File: src/rtl/bus_rr_arbiter.sv
// ============================================================================
//  Module   : bus_rr_arbiter
//  Purpose  : Round-robin arbiter of N cache requesters onto one memory port,
//             running whole-block read/write bursts. Optional snoop outputs
//             are enabled by defining BUS_SNOOP_EN.
//  Revision : 1.0 - initial release
// ============================================================================
`default_nettype none

module bus_rr_arbiter #(
  parameter int num_caches_p     = 4,
  parameter int block_width_p    = 8,
  parameter int dma_data_width_p = 2,
  localparam int beats_lp = block_width_p / dma_data_width_p,
  localparam int pkt_w_lp = 1 + 32 + dma_data_width_p * 32,
  localparam int C_OWN_W  = (num_caches_p > 1) ? $clog2(num_caches_p) : 1
) (
  input  logic                               clk_i,
  input  logic                               reset_i,
  input  logic [num_caches_p-1:0]            cb_valid_i,
  input  logic [num_caches_p*pkt_w_lp-1:0]   cb_pkt_i,
  output logic [num_caches_p-1:0]            cb_yumi_o,
  output logic [num_caches_p-1:0]            cb_valid_o,
  output logic [dma_data_width_p*32-1:0]     cb_data_o,
  input  logic                               mem_ready_i,
  output logic                               mem_valid_o,
  output logic                               mem_we_o,
  output logic [31:0]                        mem_addr_o,
  output logic [dma_data_width_p*32-1:0]     mem_wdata_o,
  input  logic                               mem_valid_i,
  input  logic [dma_data_width_p*32-1:0]     mem_data_i,
  output logic                               busy_o,
  output logic [C_OWN_W-1:0]                 owner_o
`ifdef BUS_SNOOP_EN
  ,
  output logic                               snoop_valid_o,
  output logic [31:0]                        snoop_addr_o,
  output logic                               snoop_we_o,
  output logic [num_caches_p-1:0]            snoop_mask_o
`endif
);

  localparam int          C_DW         = dma_data_width_p * 32;
  localparam int          C_ALIGN      = $clog2(block_width_p * 4);
  localparam int          C_BEAT_W     = (beats_lp > 1) ? $clog2(beats_lp) : 1;
  localparam logic [31:0] C_ALIGN_MASK = ~((32'd1 << C_ALIGN) - 32'd1);
  localparam logic [31:0] C_BEAT_BYTES = 32'(dma_data_width_p * 4);
  localparam logic [C_BEAT_W-1:0] C_LAST_BEAT = C_BEAT_W'(beats_lp - 1);

  typedef enum logic [1:0] {
    S_IDLE     = 2'd0,
    S_WR_BURST = 2'd1,
    S_RD_WAIT  = 2'd2
  } state_t;

  state_t              r_state,  w_state_nxt;
  logic [C_OWN_W-1:0]  r_rr,     w_rr_nxt;
  logic [C_OWN_W-1:0]  r_owner,  w_owner_nxt;
  logic [31:0]         r_base,   w_base_nxt;
  logic [C_BEAT_W-1:0] r_beat,   w_beat_nxt;
  logic [C_BEAT_W-1:0] r_rd_cnt, w_rd_cnt_nxt;

  logic                w_any;
  logic [C_OWN_W-1:0]  w_win;
  logic [pkt_w_lp-1:0] w_win_pkt;
  logic                w_win_we;
  logic [31:0]         w_win_base;
  logic [C_DW-1:0]     w_win_wdata;
  logic [C_DW-1:0]     w_own_wdata;

  // Scan downward so the requester closest to r_rr is the last (winning) hit.
  always_comb begin
    w_any = 1'b0;
    w_win = '0;
    for (int i = num_caches_p - 1; i >= 0; i--) begin
      if (cb_valid_i[(int'(r_rr) + i) % num_caches_p]) begin
        w_any = 1'b1;
        w_win = C_OWN_W'((int'(r_rr) + i) % num_caches_p);
      end
    end
  end

  always_comb begin
    w_win_pkt   = cb_pkt_i[int'(w_win) * pkt_w_lp +: pkt_w_lp];
    w_win_we    = w_win_pkt[pkt_w_lp-1];
    w_win_base  = w_win_pkt[pkt_w_lp-2 -: 32] & C_ALIGN_MASK;
    w_win_wdata = w_win_pkt[C_DW-1:0];
    w_own_wdata = cb_pkt_i[int'(r_owner) * pkt_w_lp +: C_DW];
  end

  always_ff @(posedge clk_i) begin
    if (reset_i) begin
      r_state  <= S_IDLE;
      r_rr     <= '0;
      r_owner  <= '0;
      r_base   <= '0;
      r_beat   <= '0;
      r_rd_cnt <= '0;
    end else begin
      r_state  <= w_state_nxt;
      r_rr     <= w_rr_nxt;
      r_owner  <= w_owner_nxt;
      r_base   <= w_base_nxt;
      r_beat   <= w_beat_nxt;
      r_rd_cnt <= w_rd_cnt_nxt;
    end
  end

  // Handshake outputs are suppressed during reset so an aborted burst emits nothing.
  always_comb begin
    w_state_nxt  = r_state;
    w_rr_nxt     = r_rr;
    w_owner_nxt  = r_owner;
    w_base_nxt   = r_base;
    w_beat_nxt   = r_beat;
    w_rd_cnt_nxt = r_rd_cnt;
    cb_yumi_o    = '0;
    cb_valid_o   = '0;
    mem_valid_o  = 1'b0;
    mem_we_o     = 1'b0;
    mem_addr_o   = '0;
    mem_wdata_o  = '0;
`ifdef BUS_SNOOP_EN
    snoop_valid_o = 1'b0;
    snoop_addr_o  = '0;
    snoop_we_o    = 1'b0;
    snoop_mask_o  = '0;
`endif
    if (!reset_i) begin
      case (r_state)
        S_IDLE: begin
          if (w_any && mem_ready_i) begin
            cb_yumi_o[w_win] = 1'b1;
            mem_valid_o      = 1'b1;
            mem_we_o         = w_win_we;
            mem_addr_o       = w_win_base;
            mem_wdata_o      = w_win_wdata;
            w_owner_nxt      = w_win;
            w_base_nxt       = w_win_base;
            w_rr_nxt         = C_OWN_W'((int'(w_win) + 1) % num_caches_p);
            w_rd_cnt_nxt     = '0;
            if (!w_win_we) begin
              w_state_nxt = S_RD_WAIT;
              w_beat_nxt  = '0;
            end else if (beats_lp > 1) begin
              w_state_nxt = S_WR_BURST;
              w_beat_nxt  = C_BEAT_W'(1);
            end else begin
              w_beat_nxt  = '0;
            end
`ifdef BUS_SNOOP_EN
            snoop_valid_o        = 1'b1;
            snoop_addr_o         = w_win_base;
            snoop_we_o           = w_win_we;
            snoop_mask_o         = '1;
            snoop_mask_o[w_win]  = 1'b0;
`endif
          end
        end
        S_WR_BURST: begin
          if (cb_valid_i[r_owner] && mem_ready_i) begin
            cb_yumi_o[r_owner] = 1'b1;
            mem_valid_o        = 1'b1;
            mem_we_o           = 1'b1;
            mem_addr_o         = r_base + C_BEAT_BYTES * 32'(r_beat);
            mem_wdata_o        = w_own_wdata;
            if (r_beat == C_LAST_BEAT) begin
              w_beat_nxt  = '0;
              w_state_nxt = S_IDLE;
            end else begin
              w_beat_nxt  = r_beat + C_BEAT_W'(1);
            end
          end
        end
        S_RD_WAIT: begin
          if (mem_valid_i) begin
            cb_valid_o[r_owner] = 1'b1;
            if (r_rd_cnt == C_LAST_BEAT) begin
              w_rd_cnt_nxt = '0;
              w_state_nxt  = S_IDLE;
            end else begin
              w_rd_cnt_nxt = r_rd_cnt + C_BEAT_W'(1);
            end
          end
        end
        default: w_state_nxt = S_IDLE;
      endcase
    end
  end

  assign cb_data_o = mem_data_i;
  assign busy_o    = (r_state != S_IDLE);
  assign owner_o   = r_owner;

endmodule

`default_nettype wire
File: config.mk
export PLATFORM = sky130hd
export DESIGN_NAME = bus_rr_arbiter
export DESIGN_NICKNAME = d
export VERILOG_FILES = /design/src/rtl/bus_rr_arbiter.sv
export SDC_FILE = /design/constraint.sdc
export NUM_CORES = 1
export LEC_CHECK = 0
export ABC_AREA = 1
export ABC_CLOCK_PERIOD_IN_PS = 6200
export CAP_MARGIN = 20
export CORE_AREA = 2 2 244 246
export DETAILED_ROUTE_END_ITERATION = 6
export DIE_AREA = 0 0 246 248
export PLACE_DENSITY = 0.43
export REMOVE_ABC_BUFFERS = 1
export SLEW_MARGIN = 5
export SYNTH_ARGS = -nofsm -noshare
export SYNTH_HDL_FRONTEND = slang
export SYNTH_SLANG_ARGS = --single-unit
export TNS_END_PERCENT = 10
File: constraint.sdc
create_clock -name clk_i -period 6.2 [get_ports clk_i]
set_input_delay 0.62 -clock clk_i [delete_from_list [all_inputs] [get_ports clk_i]]
set_output_delay 0.62 -clock clk_i [all_outputs]
set_load 0.1 [all_outputs]
==> reports/results.ini <==
[status]
status=complete, no violations

[power]
p_comb_share_pct=90.9
seqPwrFrac_pct=4.6
p_int_w=0.00262
p_clk_share_pct=4.4
power.density_nw_per_um2=596
vdd_drop_max_mv=0.265
p_sw_share_pct=67.7
p_switching_w=0.00549
p_leak_nw=6.06
power_w=0.00812

[grt]
grt_pass1_vias=12172
grtUsageTotal_pct=18.9
grt_max_degree=85
antenna_found_initial=4
grt_pass1_wl_um=85300
grt-ovfl-total=0

[detailed_routing]
wl_met1_um=24500
vias=12484
drtIter0Drc=646
vias_per_cell=4.62
post-route-drc-count=0
drt_pass1_iterations=5
routedWlPerCell_um=22.4
dr_wl_met3_um=9250
wirelength_um=60700
dr_wl_met2_um=25700
ant_nets=0
dr.max_layer_used=met5

[setup_path]
critical_path.top_delay_family=buffers and inverters
critPathArrivalTime_ps=4390
crit_chain=clkdlybuf4s50_1 > inv_2 > o21ai_0 > nand2_1 > nand3_1 > nand2_1 > nand2_4 > nand2_8 > inv_2 > buf_4 > nand2_1 > nand3_1 > nand3_1 > nand2_1 > inv_1 > buf_12
r2r_slack_ps=2470
worstPathMaxFanout=64
end_kind=output pin
crit_path_start_kind=input port
critPathKind=input port to output pin
slowest_delay_ps=580
r2r_cells=14
cpMaxStageDelayCell=inv_2
r2r_end=r_base[12]$_SDFFE_PP0N_
cp_common_cell=nand2_1
critical_path_buf_inv_count=6
r2r_start=r_rr[0]$_SDFFE_PP0N_
required_ps=5580

[placed_design]
hpwl_um=44900
io_buffers=481
gp_congestion=0.900
post-place-ws_ps=1070

[yosys]
synth.distinct_cells=33
netlist_instances=1613
synth_area_per_cell_um2=5.26
synth_seq_area_share_pct=8.73
synth_area_um2=8480
synth_ff_type=dfxtp_1
ys_ff_latch=37
yosys_warnings=0
synthArstFlopShare_pct=0
synth_edf_count=0

[layout]
drive_above_1_share_pct=7.82
final_common_cell=nand2_1
nets=2395
nFillCells=6688
syn_to_final_growth_pct=60.5
mostFrequentLayoutCells=nand2_1, nand3_1, clkdlybuf4s50_1

[sta]
hold_viol=0
slew_violations=0
fin_ws_ps=1190
period_needed_ps=5010
finalSetupViolations=0
max_freq_mhz=199
rsz0062_at_grt=no
post-route-period-util_pct=80.9
max-slew-margin-rel_pct=24.4
clock_skew_ps=3.35
worst_pin_slew_ps=1130

[clock_tree]
holdBufCountCts=0
path_clk_slew_ps=70
cts_tree=built
cts_setup_buffers=0
cts_buffers=5
clockRootBuffer=clkbuf_16
clock_latency_ps=300
cts.path.max_buffers=2
ctsResizeCount=0
clock-sinks=37
clock_tree.htree_level_count=2

[min_path]
min_path_type=register to register
hold_start=r_base[18]$_SDFFE_PP0N_
holdPathEnd=r_base[18]$_SDFFE_PP0N_
holdPathStages=2

[floorplan]
start_util_pct=14.5
io_pins=633
rows=89
dieHeight_um=248
die_w_um=246
dieArea_um2=61000
coreArea_um2=58500

[job]
drv_cap=0

-- tightest hold or removal path: stages (launching register included) --
cell     delay (ps)
dfxtp_1         310
nand2_1          60
a21oi_1          50
-- cells by family (layout without fill, tap and decap cells) --
kind of cell	after synthesis	in the layout	share of synthesized area [%]
flip-flops	37	37	8.73
adder cells (fa/ha/maj)	6	6	0.885
other	1	5	0.0442
AO/OA/AOI/OAI	229	229	16.4
AND/OR/NAND/NOR	928	928	48.1
XOR/XNOR	1	1	0.103
buffers and inverters	411	726	25.8
-- how the worst max path moves through the flow --
stage / start / endpoint / slack [ps] / cells past startpoint
after detailed placement: cb_valid_i[1] / mem_wdata_o[43] / 1070 / 16
final: cb_valid_i[1] / mem_addr_o[12] / 1190 / 16
after floorplan: cb_valid_i[3] / cb_yumi_o[2] / -1010 / 11
after CTS: cb_valid_i[1] / mem_wdata_o[43] / 1060 / 16
after global routing: cb_valid_i[1] / mem_wdata_o[43] / 740 / 16
after global placement: cb_valid_i[1] / mem_wdata_o[43] / 1090 / 16
-- cell type report --
class                   instances  area, um^2  area share, %
clock inverters                 3        68.8          0.506
well taps                     773         967           7.11
clock buffers                   5         125          0.919
inverters                     211         795           5.84
flip-flops and latches         37         741           5.44
multi-input cells            1167        5610           41.2
diodes                          2        5.00         0.0368
repair buffers                507        5300           39.0
-- layer usage --
layer | vias to the layer above | global-route usage, %
met1 | 5819 | 22.4
met5 | - | 3.97
met3 | 62 | 11.6
met4 | 10 | 2.94
met2 | 712 | 29.1
li1 | 5881 | -
-- state kept, by name, indices dropped and copies added (netlist names) --
name      cells
r_base       27
r_state       2
r_beat        2
r_rr          2
owner_o       2
r_rd_cnt      2
-- per-stage QoR --
stage | instances | hold slack (ps) | area (um^2) | utilization, % | setup TNS (ps)
after global routing | 2704 | 479 | 13600 | 23.3 | 0
after CTS | 2703 | 467 | 13600 | 23.3 | 0
after detailed placement | 2695 | 456 | 13400 | 22.9 | 0
after global placement | 2695 | 452 | 13400 | 22.9 | 0
after floorplan | 1415 | 439 | 7100 | - | -72420
final | 2705 | 464 | 13600 | 23.3 | 0
-- cell usage after synthesis, types with 2 or more instances --
cell type    n  area, um^2
buf_6       11         124
nand2_1    448        1680
dfxtp_1     37         741
clkbuf_1    29         109
clkbuf_8    17         234
inv_1      204         766
nor2_1      52         195
ha_1         6        75.1
buf_2       32         160
buf_1       22        82.6
buf_4       86         646
or2_1        5        31.3
or2_0       14        87.6
o21ai_0      9        45.0
nand3_1    402        2010
o22ai_1     99         619
inv_2        7        26.3
nand3b_1     3        22.5
a221oi_1    29         254
a211oi_1     2        15.0
a21oi_1     87         435
-- power by group through the flow --
| stage | clock [W] | sequential (W) | combinational [W] |
|---|---|---|---|
| after global placement | 0 | 0.000376 | 0.00742 |
| after global routing | 0.000386 | 0.000387 | 0.00799 |
| after detailed placement | 0 | 0.000380 | 0.00746 |
| final | 0.000360 | 0.000376 | 0.00738 |
| after floorplan | 0 | 0.000408 | 0.00481 |
| after CTS | 0.000376 | 0.000375 | 0.00748 |
Power figures use the tool's default switching activity.
